### config.mk
export PLATFORM = sky130hd
export DESIGN_NAME = vga_sync_timing_flat
export DESIGN_NICKNAME = d
export VERILOG_FILES = /design/src/rtl/vga_sync_timing_if.sv /design/src/rtl/vga_sync_timing.sv /design/src/flat_wrapper.sv
export SDC_FILE = /design/constraint.sdc
export NUM_CORES = 1
export LEC_CHECK = 0
export BUFFER_PORTS_ARGS = -buffer_cell sky130_fd_sc_hd__buf_2
export CORE_ASPECT_RATIO = 1.25
export CORE_MARGIN = 5
export CORE_UTILIZATION = 45
export DETAILED_ROUTE_END_ITERATION = 12
export PLACE_DENSITY = 0.67
export SETUP_SLACK_MARGIN = 0.1
export SYNTH_ARGS = -nofsm -noshare
export SYNTH_HDL_FRONTEND = slang
export SYNTH_SLANG_ARGS = --single-unit
### constraint.sdc
create_clock -name CLK -period 5.3 [get_ports CLK]
set_input_delay 0.265 -clock CLK [delete_from_list [all_inputs] [get_ports CLK]]
set_output_delay 0.265 -clock CLK [all_outputs]
set_load 0.05 [all_outputs]
### src/rtl/vga_sync_timing_if.sv
// Raster outputs of the VGA timing generator, consumed by the character/graphics generator.
interface vga_sync_timing_if;
   logic       p_tick;
   logic [9:0] pix_x;
   logic [9:0] pix_y;
   logic       hsync;
   logic       vsync;
   logic       video_on;
   logic       frame_start;

   modport master (
      output p_tick, pix_x, pix_y, hsync, vsync, video_on, frame_start
   );

   modport slave (
      input  p_tick, pix_x, pix_y, hsync, vsync, video_on, frame_start
   );
endinterface

### src/rtl/vga_sync_timing.sv
// 640x480@60 VGA raster generator: pixel tick, h/v counters, and sync/video flags
// delayed PIPE_DLY ticks to line up with the generator's registered RGB.
module vga_sync_timing #(
   parameter int TICK_DIV  = 1,
   parameter int H_DISPLAY = 640,
   parameter int H_FRONT   = 16,
   parameter int H_SYNC    = 96,
   parameter int H_BACK    = 48,
   parameter int V_DISPLAY = 480,
   parameter int V_FRONT   = 10,
   parameter int V_SYNC    = 2,
   parameter int V_BACK    = 33,
   parameter int PIPE_DLY  = 2
) (
   input  logic               CLK,
   input  logic               RESET,
   vga_sync_timing_if.master  vga
);

   localparam int H_TOTAL = H_DISPLAY + H_FRONT + H_SYNC + H_BACK;
   localparam int V_TOTAL = V_DISPLAY + V_FRONT + V_SYNC + V_BACK;
   localparam int DIV_W   = (TICK_DIV > 1) ? $clog2(TICK_DIV) : 1;

   typedef struct packed {
      logic hs;
      logic vs;
      logic vo;
   } sync_t;

   localparam sync_t SYNC_IDLE = '{hs: 1'b1, vs: 1'b1, vo: 1'b0};

   logic [DIV_W-1:0] div_q, div_d;
   logic             p_tick_q;
   logic             run_q;
   logic             frame_q;
   logic [9:0]       h_q, h_d;
   logic [9:0]       v_q, v_d;
   logic             h_end, v_end;
   sync_t            raw;
   sync_t            sync_out;

   always_comb begin
      div_d = (div_q == DIV_W'(TICK_DIV - 1)) ? '0 : div_q + DIV_W'(1);
      h_end = (h_q == 10'(H_TOTAL - 1));
      v_end = (v_q == 10'(V_TOTAL - 1));
      h_d   = h_q;
      v_d   = v_q;
      if (p_tick_q) begin
         h_d = h_end ? '0 : h_q + 10'd1;
         if (h_end) v_d = v_end ? '0 : v_q + 10'd1;
      end
   end

   // run_q keeps video_on low through reset even when there is no delay line
   always_comb begin
      raw.hs = !((h_q >= 10'(H_DISPLAY + H_FRONT)) &&
                 (h_q <= 10'(H_DISPLAY + H_FRONT + H_SYNC - 1)));
      raw.vs = !((v_q >= 10'(V_DISPLAY + V_FRONT)) &&
                 (v_q <= 10'(V_DISPLAY + V_FRONT + V_SYNC - 1)));
      raw.vo = run_q && (h_q < 10'(H_DISPLAY)) && (v_q < 10'(V_DISPLAY));
   end

   // p_tick is registered from the next divider value so it stays low in reset
   always_ff @(posedge CLK or negedge RESET) begin
      if (!RESET) begin
         div_q    <= '0;
         p_tick_q <= 1'b0;
         run_q    <= 1'b0;
         h_q      <= '0;
         v_q      <= '0;
         frame_q  <= 1'b0;
      end else begin
         div_q    <= div_d;
         p_tick_q <= (div_d == DIV_W'(TICK_DIV - 1));
         run_q    <= 1'b1;
         h_q      <= h_d;
         v_q      <= v_d;
         frame_q  <= p_tick_q && h_end && v_end;
      end
   end

   generate
      if (PIPE_DLY == 0) begin : g_nodly
         assign sync_out = raw;
      end else begin : g_dly
         sync_t [PIPE_DLY-1:0] pipe_q;

         always_ff @(posedge CLK or negedge RESET) begin
            if (!RESET) begin
               for (int i = 0; i < PIPE_DLY; i++) pipe_q[i] <= SYNC_IDLE;
            end else if (p_tick_q) begin
               pipe_q[0] <= raw;
               for (int i = 1; i < PIPE_DLY; i++) pipe_q[i] <= pipe_q[i-1];
            end
         end

         assign sync_out = pipe_q[PIPE_DLY-1];
      end
   endgenerate

   assign vga.p_tick      = p_tick_q;
   assign vga.pix_x       = h_q;
   assign vga.pix_y       = v_q;
   assign vga.hsync       = sync_out.hs;
   assign vga.vsync       = sync_out.vs;
   assign vga.video_on    = sync_out.vo;
   assign vga.frame_start = frame_q;

endmodule

### src/flat_wrapper.sv
// flat-port wrapper written by rule: the top's interface ports become plain ports
module vga_sync_timing_flat 
#(
   parameter int TICK_DIV  = 1,
   parameter int H_DISPLAY = 640,
   parameter int H_FRONT   = 16,
   parameter int H_SYNC    = 96,
   parameter int H_BACK    = 48,
   parameter int V_DISPLAY = 480,
   parameter int V_FRONT   = 10,
   parameter int V_SYNC    = 2,
   parameter int V_BACK    = 33,
   parameter int PIPE_DLY  = 2
)
  (CLK, RESET, vga_p_tick, vga_pix_x, vga_pix_y, vga_hsync, vga_vsync, vga_video_on, vga_frame_start);
  vga_sync_timing_if vga_i ();
  input  logic CLK;
  input  logic RESET;
  output wire logic [$bits(vga_i.p_tick)-1:0] vga_p_tick;
  output wire logic [$bits(vga_i.pix_x)-1:0] vga_pix_x;
  output wire logic [$bits(vga_i.pix_y)-1:0] vga_pix_y;
  output wire logic [$bits(vga_i.hsync)-1:0] vga_hsync;
  output wire logic [$bits(vga_i.vsync)-1:0] vga_vsync;
  output wire logic [$bits(vga_i.video_on)-1:0] vga_video_on;
  output wire logic [$bits(vga_i.frame_start)-1:0] vga_frame_start;
  assign vga_p_tick = vga_i.p_tick;
  assign vga_pix_x = vga_i.pix_x;
  assign vga_pix_y = vga_i.pix_y;
  assign vga_hsync = vga_i.hsync;
  assign vga_vsync = vga_i.vsync;
  assign vga_video_on = vga_i.video_on;
  assign vga_frame_start = vga_i.frame_start;
  vga_sync_timing #(.TICK_DIV(TICK_DIV), .H_DISPLAY(H_DISPLAY), .H_FRONT(H_FRONT), .H_SYNC(H_SYNC), .H_BACK(H_BACK), .V_DISPLAY(V_DISPLAY), .V_FRONT(V_FRONT), .V_SYNC(V_SYNC), .V_BACK(V_BACK), .PIPE_DLY(PIPE_DLY)) u_core (.CLK(CLK), .RESET(RESET), .vga(vga_i));
endmodule
==> Yosys cells after proc, flatten, opt, wreduce, memory -nomap -nowiden <==
Cells that the tools add are included.
{ "classes": {"addsub": 3, "n_lt_le_gt_ge": 6, "eq_ne": 2, "mul": 0, "shift": 0, "reduce_logical": 9, "div": 0, "bitwise_logic": 1, "mux": 3} }
{ "ops": {"columns": ["cell", "n"], "rows": [
  ["adder 10 x 1 -> 10 bit, second input constant", 2],
  ["equality test 10 bit, second input constant", 2],
  ["two-way mux 10 bit", 2],
  [">= comparator 10 bit, second input constant", 1],
  [">= comparator 10 x 9 -> 1 bit, second input constant", 1],
  ["less-or-equal comparator 10 bit, second input constant", 1],
  ["less-or-equal comparator 10 x 9 -> 1 bit, second input constant", 1],
  ["< comparator 10 bit, second input constant", 1],
  ["< comparator 10 x 9 -> 1 bit, second input constant", 1],
  ["logical AND 1 bit", 6],
  ["logical NOT 1 bit", 2],
  ["AND reduction 2 bit", 1],
  ["adder 1 bit, second input constant", 1],
  ["two-way mux 1 bit", 1],
  ["NOT 1 bit", 1]
]} }
{ "word_totals": {"mem_bits_rw": 0, "mem_bits_ro": 0, "input_bits": 2, "latchBits": 0, "elab_cells": 36, "reg_bits": 30, "mem_count": 0} }

==> Longest topological paths before layout <==
{ "depth": {"word_depth": 3, "mapped_depth": 6, "ltp_nobuf": 6} }

==> Worst setup path before layout <==
Ideal clock, no wire load.
{ "synth_path": {"kind": "register to register", "start": "reg u_core.h_q[4], in the netlist u_core.vga.pix_x[4]", "end": "reg u_core.v_q[7], in the netlist u_core.vga.pix_y[7]", "setup_slack_ns": 3.137, "setup_ns": 0.141, "path_buffers": 1, "period_less_slack_ns": 2.163, "path_stages_with_launch": 6, "arrival_ns": 2.022, "cell_sequence": "dfrtp_1 > buf_2 > nand4b_4 > or3_4 > or4_4 > xnor2_2"} }
{ "synth_between": {"elab_chain_cells": 2} }
{ "synth_lines": {"columns": ["element", "line_no", "rtl"], "rows": [
  ["start: declaration", "vga_sync_timing.sv:36", "logic [9:0] h_q, h_d;"],
  ["start signal: assignment", "vga_sync_timing.sv:69", "h_q <= '0;"],
  ["start signal: assignment", "vga_sync_timing.sv:76", "h_q <= h_d;"],
  ["equality test 10 bit", "vga_sync_timing.sv:44", "h_end = (h_q == 10'(H_TOTAL - 1));"],
  ["AND reduction 2 bit (no line)", null, null],
  ["end signal: assignment", "vga_sync_timing.sv:77", "v_q <= v_d;"],
  ["end: declaration", "vga_sync_timing.sv:37", "logic [9:0] v_q, v_d;"]
]} }
No other way between the ends.
A chain may end at the register's enable or synchronous reset.

==> Final worst setup path <==
{ "layout_path": {"start": "reg u_core.p_tick_q, in the netlist u_core.vga.p_tick", "end": "reg u_core.v_q[3], in the netlist u_core.vga.pix_y[3]"} }
{ "layout_between": {"elab_chain_cells": 1} }
{ "layout_lines": {"columns": ["element", "line_no", "rtl"], "rows": [
  ["start: declaration", "vga_sync_timing.sv:33", "logic p_tick_q;"],
  ["start signal: assignment", "vga_sync_timing.sv:74", "p_tick_q <= (div_d == DIV_W'(TICK_DIV - 1));"],
  ["AND reduction 2 bit (no line)", null, null]
]} }
No other way between the ends.

==> metrics.md <==
| Metric | Value |
|---|---|
| Final hold vios | `0` |
| Worst path most repeated cell | `nor2_1` |
| Critical Path Slowest Stage Cell | `dfrtp_1` |
| Crit-path max FO | `18` |
| Detailed Route WL | `2790 um` |
| Fmax | `481 MHz` |
| Clock Tree Root | `clkbuf_4` |
| Compound-Gate Fraction of Synth Area | `0.0545` |
| RSZ-0062 raised after global routing | `false` |
| CP startpoint kind | `flop` |
| Num CTS Buffers | `3` |
| Tcrit/Tclk final | `0.392` |
| Setup TNS | `0 ns` |
| Synth area leader | `dfrtp_1` |
| GRT met3 Usage | `0.0160` |
| Power Internal | `0.310 mW` |
| Post-synth EDFFs | `0` |
| Synth unique cells | `40` |
| Status | `complete, no violations` |
| PwrDens | `319 mW/mm^2` |
| Synth area leaders | `dfrtp_1, dfstp_2, xnor2_1, nand3_1, ha_1` |
| Post-Synth Adder-Cell Area | `0.0357` |
| WP buf/inv | `0` |
| Final setup fails | `0` |
| Die area | `0.00434 mm^2` |
| Final non-filler cell area | `0.00159 mm^2` |
| Clock Path Buffers | `2` |
| Tightest Pin Transition | `0.609 ns` |
| Die Span X | `59.9 um` |
| Largest net degree at the start of global routing | `29` |
| Clk_skew | `0.00518 ns` |
| Initial antenna violation count | `0` |
| Via count of the first global-routing pass | `979` |
| Worst relative slew slack | `0.594` |
| Post-Synth Simple-Gate Area | `0.248` |
| DRT iter0 DRCs | `40` |
| Synth top area share | `0.429` |
| Vias | `1070` |
| M1 GR Usage | `0.182` |
| Final Max Slew Viols | `0` |
| Starting Density | `0.471` |
| Drt first pass iters | `4` |
| Count leader, synth | `dfrtp_1` |
| Residual DRC | `0` |
| # Post-CTS Setup Buffers | `0` |
| Post-synth ARST share | `1.00` |
| Leakage | `0.743 nW` |
| First-pass GRT wire length | `4570 um` |
| Gpl congestion | `0.831` |
| Clock Power Share | `0.199` |
| WL/cell | `14.6 um` |
| Sequential-to-total area share from yosys stat | `0.504` |
| Part of the power in combinational logic | `0.273` |
| Synth Net Count | `135` |
| Critical path endpoint category | `flop` |
| Vias per cell | `5.60` |
| Worst-path cell chain | `nand4_1 > or3_2 > nor2_1 > nor2_1` |
| Met2 Use GR | `0.216` |
| Avg Synthesized Cell Area | `10.9 um^2` |
| Total track usage | `0.133` |
| Setup CP Type | `reg2reg` |
| Post-Synth XOR/XNOR Area | `0.0866` |
| Hold_buf cts | `1` |
| Clock Latency Late Sink | `0.32 ns` |
| PortBufs | `26` |
| Synthesis warning total | `0` |
| Tmin final | `2.08 ns` |
| TritonCTS clock tree | `done` |
| Crit path largest cell delay | `0.70 ns` |
| # IOs | `27` |
| Top FF cell, synth | `dfrtp_1` |
| Most crowded layer after global routing | `met2` |
| Post-DP HPWL | `2090 um` |
| Post-Synthesis Cells | `129` |
| P&R area growth vs syn | `13.7%` |
| Mux cell area share after synthesis | `0.0313` |
| Share of total power in sequential cells | `0.527` |
| Net total in the final layout | `162` |
| VDD IR max | `282 uV` |
| Worst Hold Class | `in2async` |
| Post-DRT Antenna Nets | `0` |
| Mapped cell area | `0.00140 mm^2` |
| Row count | `22` |
| GRT overflow | `0` |
| Net switching power | `0.198 mW` |
| Die Span Y | `72.4 um` |
| Share of layout cells above drive strength 1 | `0.297` |
| # H-tree levels | `1` |
| Sw Ratio | `0.389` |
| Post-synth top cells | `dfrtp_1, nand3_1, nor2_1, xnor2_1` |
| Antenna Cells | `0` |
| Maxcap violations | `0` |
| CP delay by family, top | `simple AND/OR/NAND/NOR gates` |
| WP data required | `5.51 ns` |
| WP data arrival | `2.29 ns` |
| Clk slew on worst S/H paths | `0.14 ns` |
| Post_cts resized | `0` |
| Largest family of logic cells by synthesized area | `simple AND/OR/NAND/NOR gates` |
| Core Footprint | `0.00297 mm^2` |
| Sink Count | `28` |
| Synth Register Bits | `28` |
| Post-place instance area | `0.00155 mm^2` |
-- area by class of cell --
type	instances	area (um^2)
fill	281	1380
multi-input combinational	90	643
sequential	28	706
timing repair buffer	27	140
inverter	6	22.5
clock buffer	4	36.3
tap	36	45.0
-- path summary, 6_finish.rpt --
kind	start	end	slack, ns	cells past startpoint
max	u_core.vga.p_tick	u_core.vga.pix_y[3]	3.22	4
min	RESET	u_core.vga.pix_y[6]	0.47	2
max reg2reg	u_core.vga.p_tick	u_core.vga.pix_y[3]	3.22	4
min reg2reg	u_core.g_dly.pipe_q[2]	u_core.g_dly.pipe_q[2]	0.51	2
max in group asynchronous	RESET	u_core.vga.frame_start	4.44	2
min in group CLK	u_core.g_dly.pipe_q[2]	u_core.g_dly.pipe_q[2]	0.51	2
-- routing by layer --
layer,vias to the layer above,wire length [um]
met3,4,97
met5,-,0
li1,509,-
met1,544,1240
met4,0,31
met2,13,1430
-- power groups by stage --
stage	clock network, mW	logic (mW)	registers [mW]
floorplan	0	0.0652	0.320
global placement	0	0.138	0.270
detailed placement	0	0.140	0.271
CTS	0.106	0.141	0.267
global route	0.114	0.148	0.272
finish	0.101	0.139	0.268
-- registers in the layout, summed over array words and instances, names as in the netlist --
register / count
u_core.vga.p_tick: 1
u_core.vga.frame_start: 1
u_core.g_dly.pipe_q: 3
u_core.vga.pix_x: 10
u_core.vga.vsync: 1
u_core.vga.video_on: 1
u_core.vga.pix_y: 10
u_core.vga.hsync: 1
-- metrics by stage --
stage,hold WS [ns],total power [mW],instances,setup slack (ns),utilization
3_5_place_dp,0.318,0.411,186,3.24,0.520
5_1_grt,0.519,0.533,191,3.02,0.536
3_3_place_gp,0.298,0.407,186,3.34,0.520
2_1_floorplan,-0.0306,0.385,129,3.14,-
4_1_cts,0.493,0.514,191,3.22,0.536
6_report,0.468,0.508,191,3.22,0.536
-- layout by cell type, fill, tap and decap left out, types with 2 or more instances in the layout --
cell type	synthesis	routed
buf_2	2	26
dfrtp_1	24	24
nand3_1	11	11
nor2_1	10	10
xnor2_1	10	10
o21ai_0	8	8
nand2_1	8	8
inv_1	6	6
nor4_1	5	5
nand4_1	4	4
ha_1	4	4
dfstp_2	4	4
mux2_2	3	3
clkbuf_4	0	3
nor3_1	2	2
a21oi_1	2	2
xor2_1	2	2
-- logic make-up after synthesis --
logic type,after synthesis
flip-flops,28
XOR/XNOR,13
other,1
adder cells (fa/ha/maj),4
multiplexers,4
AND/OR/NAND/NOR,55
AO/OA/AOI/OAI,13
buffers and inverters,11
(Power assumes the default switching activity.)
